File: config.mk
export PLATFORM = sky130hd
export DESIGN_NAME = axi_bus_arbiter
export DESIGN_NICKNAME = d
export VERILOG_FILES = /design/src/rtl/axi_arb_pkg.sv /design/src/rtl/axi_rr_picker.sv /design/src/rtl/axi_bus_arbiter.sv
export SDC_FILE = /design/constraint.sdc
export NUM_CORES = 1
export LEC_CHECK = 0
export ABC_AREA = 1
export ABC_CLOCK_PERIOD_IN_PS = 1300
export CORE_AREA = 2 2 199 201
export CTS_BUF_LIST = sky130_fd_sc_hd__clkbuf_8
export CTS_CLUSTER_SIZE = 25
export DETAILED_ROUTE_END_ITERATION = 10
export DIE_AREA = 0 0 201 203
export GPL_TIMING_DRIVEN = 0
export PLACE_DENSITY = 0.4
export SYNTH_ARGS = -nofsm -noshare
export SYNTH_HDL_FRONTEND = slang
export SYNTH_SLANG_ARGS = --single-unit
File: constraint.sdc
create_clock -name clk -period 1.3 [get_ports clk]
set_input_delay 0.13 -clock clk [delete_from_list [all_inputs] [get_ports clk]]
set_output_delay 0.13 -clock clk [all_outputs]
set_load 0.02 [all_outputs]
File: src/rtl/axi_arb_pkg.sv
// Shared types and constants for the AXI3 instruction/data bus arbiter.
package axi_arb_pkg;

    localparam int ARB_ID_W_DEF = 4;

    localparam logic GRANT_INST = 1'b0;
    localparam logic GRANT_DATA = 1'b1;

    typedef enum logic [1:0] {
        R_IDLE = 2'd0,
        R_ADDR = 2'd1,
        R_DATA = 2'd2
    } r_state_t;

    // The held AR id is sized by ARB_ID_W_DEF, which must match the top's ARB_ID_W.
    typedef struct packed {
        logic [ARB_ID_W_DEF-1:0] id;
        logic [31:0]             addr;
        logic [3:0]              len;
        logic [2:0]              size;
        logic [1:0]              burst;
        logic [1:0]              lock;
        logic [3:0]              cache;
        logic [2:0]              prot;
    } ar_req_t;

endpackage

File: src/rtl/axi_rr_picker.sv
// Two-way read grant picker; ARB_ROUND_ROBIN_EN selects round-robin, otherwise data beats instruction.
module axi_rr_picker
    import axi_arb_pkg::*;
(
    input  logic [1:0] req,
    input  logic       last_grant,
    output logic       grant
);

    // Choose the winner; with no request the pick is don't-care and follows last_grant.
    always_comb begin
        grant = GRANT_INST;
`ifdef ARB_ROUND_ROBIN_EN
        if (req == 2'b11) begin
            grant = ~last_grant;
        end else if (req[1]) begin
            grant = GRANT_DATA;
        end else if (req[0]) begin
            grant = GRANT_INST;
        end else begin
            grant = last_grant;
        end
`else
        if (req[1]) begin
            grant = GRANT_DATA;
        end else if (req[0]) begin
            grant = GRANT_INST;
        end else begin
            grant = last_grant;
        end
`endif
    end

endmodule

File: src/rtl/axi_bus_arbiter.sv
// Shares one AXI3 master port between the I-cache reader (S0) and the data master (S1).
// Define ARB_ROUND_ROBIN_EN for round-robin read arbitration; default is fixed data-first priority.
module axi_bus_arbiter
    import axi_arb_pkg::*;
#(
    parameter int ARB_ID_W = 4
) (
    input  logic                clk,
    input  logic                rst,
    input  logic [ARB_ID_W-1:0] s0_arid,
    input  logic [31:0]         s0_araddr,
    input  logic [3:0]          s0_arlen,
    input  logic [2:0]          s0_arsize,
    input  logic [1:0]          s0_arburst,
    input  logic [1:0]          s0_arlock,
    input  logic [3:0]          s0_arcache,
    input  logic [2:0]          s0_arprot,
    input  logic                s0_arvalid,
    output logic                s0_arready,
    output logic [ARB_ID_W-1:0] s0_rid,
    output logic [31:0]         s0_rdata,
    output logic [1:0]          s0_rresp,
    output logic                s0_rlast,
    output logic                s0_rvalid,
    input  logic                s0_rready,
    input  logic [ARB_ID_W-1:0] s1_arid,
    input  logic [31:0]         s1_araddr,
    input  logic [3:0]          s1_arlen,
    input  logic [2:0]          s1_arsize,
    input  logic [1:0]          s1_arburst,
    input  logic [1:0]          s1_arlock,
    input  logic [3:0]          s1_arcache,
    input  logic [2:0]          s1_arprot,
    input  logic                s1_arvalid,
    output logic                s1_arready,
    output logic [ARB_ID_W-1:0] s1_rid,
    output logic [31:0]         s1_rdata,
    output logic [1:0]          s1_rresp,
    output logic                s1_rlast,
    output logic                s1_rvalid,
    input  logic                s1_rready,
    input  logic [ARB_ID_W-1:0] s1_awid,
    input  logic [31:0]         s1_awaddr,
    input  logic [3:0]          s1_awlen,
    input  logic [2:0]          s1_awsize,
    input  logic [1:0]          s1_awburst,
    input  logic [1:0]          s1_awlock,
    input  logic [3:0]          s1_awcache,
    input  logic [2:0]          s1_awprot,
    input  logic                s1_awvalid,
    output logic                s1_awready,
    input  logic [ARB_ID_W-1:0] s1_wid,
    input  logic [31:0]         s1_wdata,
    input  logic [3:0]          s1_wstrb,
    input  logic                s1_wlast,
    input  logic                s1_wvalid,
    output logic                s1_wready,
    output logic [ARB_ID_W-1:0] s1_bid,
    output logic [1:0]          s1_bresp,
    output logic                s1_bvalid,
    input  logic                s1_bready,
    output logic [ARB_ID_W-1:0] m_arid,
    output logic [31:0]         m_araddr,
    output logic [3:0]          m_arlen,
    output logic [2:0]          m_arsize,
    output logic [1:0]          m_arburst,
    output logic [1:0]          m_arlock,
    output logic [3:0]          m_arcache,
    output logic [2:0]          m_arprot,
    output logic                m_arvalid,
    input  logic                m_arready,
    input  logic [ARB_ID_W-1:0] m_rid,
    input  logic [31:0]         m_rdata,
    input  logic [1:0]          m_rresp,
    input  logic                m_rlast,
    input  logic                m_rvalid,
    output logic                m_rready,
    output logic [ARB_ID_W-1:0] m_awid,
    output logic [31:0]         m_awaddr,
    output logic [3:0]          m_awlen,
    output logic [2:0]          m_awsize,
    output logic [1:0]          m_awburst,
    output logic [1:0]          m_awlock,
    output logic [3:0]          m_awcache,
    output logic [2:0]          m_awprot,
    output logic                m_awvalid,
    input  logic                m_awready,
    output logic [ARB_ID_W-1:0] m_wid,
    output logic [31:0]         m_wdata,
    output logic [3:0]          m_wstrb,
    output logic                m_wlast,
    output logic                m_wvalid,
    input  logic                m_wready,
    input  logic [ARB_ID_W-1:0] m_bid,
    input  logic [1:0]          m_bresp,
    input  logic                m_bvalid,
    output logic                m_bready
);

    r_state_t state_r, state_nxt_s;
    ar_req_t  ar_hold_r, ar_in_s;
    logic       grant_r, pick_s, last_grant_s, take_s, rd_data_s, r_done_s;
    logic       wr_busy_r, aw_hs_s, b_hs_s;
    logic [1:0] rd_req_s;

    // A pending S1 AW also holds off S1 reads so the write is always ordered first.
    assign rd_req_s  = {s1_arvalid && !wr_busy_r && !s1_awvalid, s0_arvalid};
    assign take_s    = (state_r == R_IDLE) && (|rd_req_s);
    assign rd_data_s = (state_r == R_DATA);
    assign r_done_s  = rd_data_s && m_rvalid && m_rready && m_rlast;

    axi_rr_picker u_picker (
        .req        (rd_req_s),
        .last_grant (last_grant_s),
        .grant      (pick_s)
    );

`ifdef ARB_ROUND_ROBIN_EN
    logic last_grant_r;

    // Remember who was served last; a blocked S1 never reaches the picker, so keeps its turn.
    always_ff @(posedge clk) begin
        if (rst) begin
            last_grant_r <= GRANT_DATA;
        end else if (take_s) begin
            last_grant_r <= pick_s;
        end
    end

    assign last_grant_s = last_grant_r;
`else
    assign last_grant_s = GRANT_DATA;
`endif

    // Select the AR fields of the master about to be granted.
    always_comb begin
        ar_in_s = '0;
        if (pick_s == GRANT_DATA) begin
            ar_in_s.id    = ARB_ID_W_DEF'(s1_arid);
            ar_in_s.addr  = s1_araddr;
            ar_in_s.len   = s1_arlen;
            ar_in_s.size  = s1_arsize;
            ar_in_s.burst = s1_arburst;
            ar_in_s.lock  = s1_arlock;
            ar_in_s.cache = s1_arcache;
            ar_in_s.prot  = s1_arprot;
        end else begin
            ar_in_s.id    = ARB_ID_W_DEF'(s0_arid);
            ar_in_s.addr  = s0_araddr;
            ar_in_s.len   = s0_arlen;
            ar_in_s.size  = s0_arsize;
            ar_in_s.burst = s0_arburst;
            ar_in_s.lock  = s0_arlock;
            ar_in_s.cache = s0_arcache;
            ar_in_s.prot  = s0_arprot;
        end
    end

    // Read FSM next-state.
    always_comb begin
        state_nxt_s = state_r;
        case (state_r)
            R_IDLE: begin
                if (take_s) state_nxt_s = R_ADDR;
                else        state_nxt_s = R_IDLE;
            end
            R_ADDR: begin
                if (m_arready) state_nxt_s = R_DATA;
                else           state_nxt_s = R_ADDR;
            end
            R_DATA: begin
                if (r_done_s) state_nxt_s = R_IDLE;
                else          state_nxt_s = R_DATA;
            end
            default: state_nxt_s = R_IDLE;
        endcase
    end

    // Read FSM state, grant and held AR request.
    always_ff @(posedge clk) begin
        if (rst) begin
            state_r   <= R_IDLE;
            grant_r   <= GRANT_INST;
            ar_hold_r <= '0;
        end else begin
            state_r <= state_nxt_s;
            if (take_s) begin
                grant_r   <= pick_s;
                ar_hold_r <= ar_in_s;
            end
        end
    end

    assign aw_hs_s = s1_awvalid && !wr_busy_r && m_awready;
    assign b_hs_s  = m_bvalid && s1_bready;

    // Single outstanding write tracker; the B clear wins over a new AW.
    always_ff @(posedge clk) begin
        if (rst) begin
            wr_busy_r <= 1'b0;
        end else if (b_hs_s) begin
            wr_busy_r <= 1'b0;
        end else if (aw_hs_s) begin
            wr_busy_r <= 1'b1;
        end
    end

    assign s0_arready = take_s && (pick_s == GRANT_INST);
    assign s1_arready = take_s && (pick_s == GRANT_DATA);

    // ID bit 0 carries the grant downstream and is restored on the way back.
    assign m_arid    = {ar_hold_r.id[ARB_ID_W-1:1], grant_r};
    assign m_araddr  = ar_hold_r.addr;
    assign m_arlen   = ar_hold_r.len;
    assign m_arsize  = ar_hold_r.size;
    assign m_arburst = ar_hold_r.burst;
    assign m_arlock  = ar_hold_r.lock;
    assign m_arcache = ar_hold_r.cache;
    assign m_arprot  = ar_hold_r.prot;
    assign m_arvalid = (state_r == R_ADDR);

    assign s0_rid    = {m_rid[ARB_ID_W-1:1], ar_hold_r.id[0]};
    assign s0_rdata  = m_rdata;
    assign s0_rresp  = m_rresp;
    assign s0_rlast  = m_rlast;
    assign s0_rvalid = rd_data_s && (grant_r == GRANT_INST) && m_rvalid;
    assign s1_rid    = {m_rid[ARB_ID_W-1:1], ar_hold_r.id[0]};
    assign s1_rdata  = m_rdata;
    assign s1_rresp  = m_rresp;
    assign s1_rlast  = m_rlast;
    assign s1_rvalid = rd_data_s && (grant_r == GRANT_DATA) && m_rvalid;
    assign m_rready  = rd_data_s && ((grant_r == GRANT_DATA) ? s1_rready : s0_rready);

    assign m_awid     = s1_awid;
    assign m_awaddr   = s1_awaddr;
    assign m_awlen    = s1_awlen;
    assign m_awsize   = s1_awsize;
    assign m_awburst  = s1_awburst;
    assign m_awlock   = s1_awlock;
    assign m_awcache  = s1_awcache;
    assign m_awprot   = s1_awprot;
    assign m_awvalid  = s1_awvalid && !wr_busy_r;
    assign s1_awready = m_awready && !wr_busy_r;

    assign m_wid     = s1_wid;
    assign m_wdata   = s1_wdata;
    assign m_wstrb   = s1_wstrb;
    assign m_wlast   = s1_wlast;
    assign m_wvalid  = s1_wvalid;
    assign s1_wready = m_wready;

    assign s1_bid    = m_bid;
    assign s1_bresp  = m_bresp;
    assign s1_bvalid = m_bvalid;
    assign m_bready  = s1_bready;

endmodule

==> flow_summary_export.csv <==
group,metric,value,unit
placed_design,portBuffers,364,
setup_path,crit_path_start_kind,"flop",
floorplan,initial_utilization,13.9,%
floorplan,die_h,203,µm
sta,hold_viol_final,0,
setup_path,end_kind,"primary output",
cts,clk_latency,0.36,ns
sta,drv_slew,0,
yosys,synth.largest_area_cell,"buf_4",
sta,rsz0062_at_grt,"true",
run,drv_cap,0,
detailed_routing,antenna_left,0,
detailed_routing,drt_pass1_iterations,6,
global_routing,gr-usage-all-layers,12.3,%
yosys,synth_nets,968,
cts,cts_made_buffers,9,
placed_design,hpwl,19700,µm
detailed_routing,avgRoutedWirePerCell,15.9,µm
layout,area.growth.synth_to_final,102,%
sta,finClkSkew,0.0123,ns
yosys,ys_types,21,
placed_design,place_ws,-0.889,ns
worst_hold_path,holdPathEnd,"m_araddr[31]",
sta,setup_viol,60,
yosys,synth_simple_gate_area_share,30.0,%
yosys,synth_area_leaders,"buf_4 (26%), dfxtp_1 (22%), nand3_2 (9.4%)",
sta,fin_crit,1.43,ns
power_and_ir_drop,power.leakage,4.80,nW
yosys,avgSynthCellArea,7.55,µm²
setup_path,r2r_start,"wr_busy_r",
worst_hold_path,hold_start,"rst",
power_and_ir_drop,p_per_area,732,mW/mm²
yosys,synth_xor_area_share,0,%
cts,root_buffer,"clkbuf_8",
global_routing,gr-total-overflow,0,
global_routing,grt_pass1_wl,37600,µm
setup_path,cp_max_fo,2,
layout,postLayoutCoreUtil,27.9,%
yosys,ys_seq_elements,58,
cts,tritoncts,"built",
sta,max_freq,701,MHz
detailed_routing,vias,5767,
cts,clockBufferDepth,2,
setup_path,r2r_cells,8,
global_routing,grt_max_degree,11,
worst_hold_path,min_path_cells,2,
yosys,yosysWarningCount,0,
cts,cts.htree.levels,3,
floorplan,io_pins,507,
detailed_routing,avgViaCountPerCell,3.51,
sta,slew_headroom,73.4,%
yosys,synth.top_cell.area_share,26.3,%
layout,final_net_count,1381,
floorplan,die_area,0.0408,mm²
yosys,synth.area.mux_share,0,%
setup_path,worst_ep_required_time,1.17,ns
outcome,outcome,"finished, violations left",
outcome,violations,"setup timing",
layout,drive_above_1_share,35.7,%
setup_path,worst-r2r-setup-slack,-0.10,ns
sta,setup_slack,-0.126,ns
detailed_routing,drcViolationCount,0,
cts,path_clk_slew,0.08,ns
floorplan,fp.dieW,201,µm
global_routing,antenna_found_initial,2,
sta,tightestPinTransition,0.400,ns
yosys,synth_compound_area_share,6.67,%
yosys,synth_adder_area_share,0,%
floorplan,row_count,72,
cts,clock-sinks,58,
floorplan,core_area,0.0385,mm²
global_routing,first_global_vias,5991,
placed_design,gp_congestion,0.728,
detailed_routing,totalWireLength,26000,µm
yosys,synth_top_family_by_area,"buffers and inverters",
worst_hold_path,hp-class,"in -> reg",
yosys,synth_cells,706,
power_and_ir_drop,vdd_drop_max,356,µV
yosys,synth_seq_area_share,21.8,%
sta,period_share,110,%
yosys,syn-cell-area,0.00533,mm²
setup_path,arrival,1.30,ns
detailed_routing,drt_iter0_markers,143,
setup_path,critPathKind,"reg -> out",
setup_path,reg2reg_to,"m_araddr[17]",
## cells in the mapped netlist, drive strengths merged
cell and n:
a211oi 1, nand4 54, nor2 119, clkbuf 27
buf 199, nor3 1, dfxtp 58, nand2 64
a21oi 59, inv 65, dlygate4sd1 2, nand3 57
## layout by cell type (no fill, tap or decap), types with 44 or more instances in the layout
master | netlist | layout
nand2_1 | 63 | 48
nand4_1 | 54 | 54
buf_4 | 187 | 190
nand3_2 | 50 | 52
dlygate4sd2_1 | 0 | 59
dfxtp_1 | 58 | 54
a21oi_1 | 45 | 44
nor2_1 | 117 | 103
inv_1 | 63 | 61
clkdlybuf4s50_1 | 0 | 295
## area by class of cell
cell class	count	area (µm²)
Clock inverter	4	18.8
Timing Repair Buffer	403	4240
Tap cell	518	648
Multi-Input combinational cell	355	2160
Antenna cell	1	2.50
Fill cell	4152	27700
Inverter	65	246
Sequential cell	58	1180
Clock buffer	11	151
Buffer	227	2110
## stage by stage
stage	power [mW]	area, µm²	hold WS [ns]	TNS (ns)	std cells
global placement	5.83	9620	0.386	-33.18	1588
floorplan	4.14	5330	0.224	0	706
global route	8.38	10700	0.117	-9.49	1642
CTS	8.05	10600	0.0950	-6.36	1640
finish	7.86	10700	0.118	-4.29	1642
detailed placement	5.84	9620	0.388	-33.38	1588
## worst max-delay path: stages, from the launching register on
cell and delay (ns):
dfxtp_4 0.35, buf_4 0.14, nor2_4 0.17, nand3_2 0.09, inv_2 0.08, buf_6 0.11
## what timing repair did
action                     4_1_cts  5_1_grt
cloned                          13        1
buffers inserted                23        4
hold endpoints to repair        22        0
pin swaps                       80       32
resized for setup              193       47
setup endpoints to repair      124       64
hold buffers                     1        0
## sequential cells by signal (all words and copies together) (netlist names)
register,cells
m_araddr,32
m_arcache,4
m_arlen,4
m_arid,3
m_arprot,3
m_arsize,3
m_arburst,2
m_arlock,2
state_r,2
grant_r,1
s0_rid,1
wr_busy_r,1
## worst max-delay path by stage
stage / slack, ns / end / from
global placement: -0.91 / s1_arready / s1_arvalid
floorplan: 0.01 / grant_r / wr_busy_r
finish: -0.13 / s1_arready / wr_busy_r
detailed placement: -0.89 / s1_arready / s1_arvalid
CTS: -0.20 / s0_arready / wr_busy_r
global route: -0.21 / s1_arready / wr_busy_r
## layer usage
metal  up-vias  global-route usage, %  part of all wire, %
met2       257                   22.9                   53
met4         2                   2.99                  1.1
met5         -                      0                0.035
li1       2901                      -                    -
met3        15                   2.66                  6.0
met1      2592                   14.3                   40
## kinds of logic (layout without fill, tap and decap cells)
logic type             count (synthesis)  count (layout)
flip-flops                            58              58
AND/OR/NAND/NOR                      295             295
other                                  0               1
buffers and inverters                293             710
AO/OA/AOI/OAI                         60              60
## report_power, final
part,internal (mW),switching [mW],leakage [nW]
Combinational,2.26,1.98,4.22
Clock,0.770,0.840,0.0962
Sequential,1.93,0.0820,0.480
Total,4.96,2.90,4.80
(Power assumes the default switching activity.)
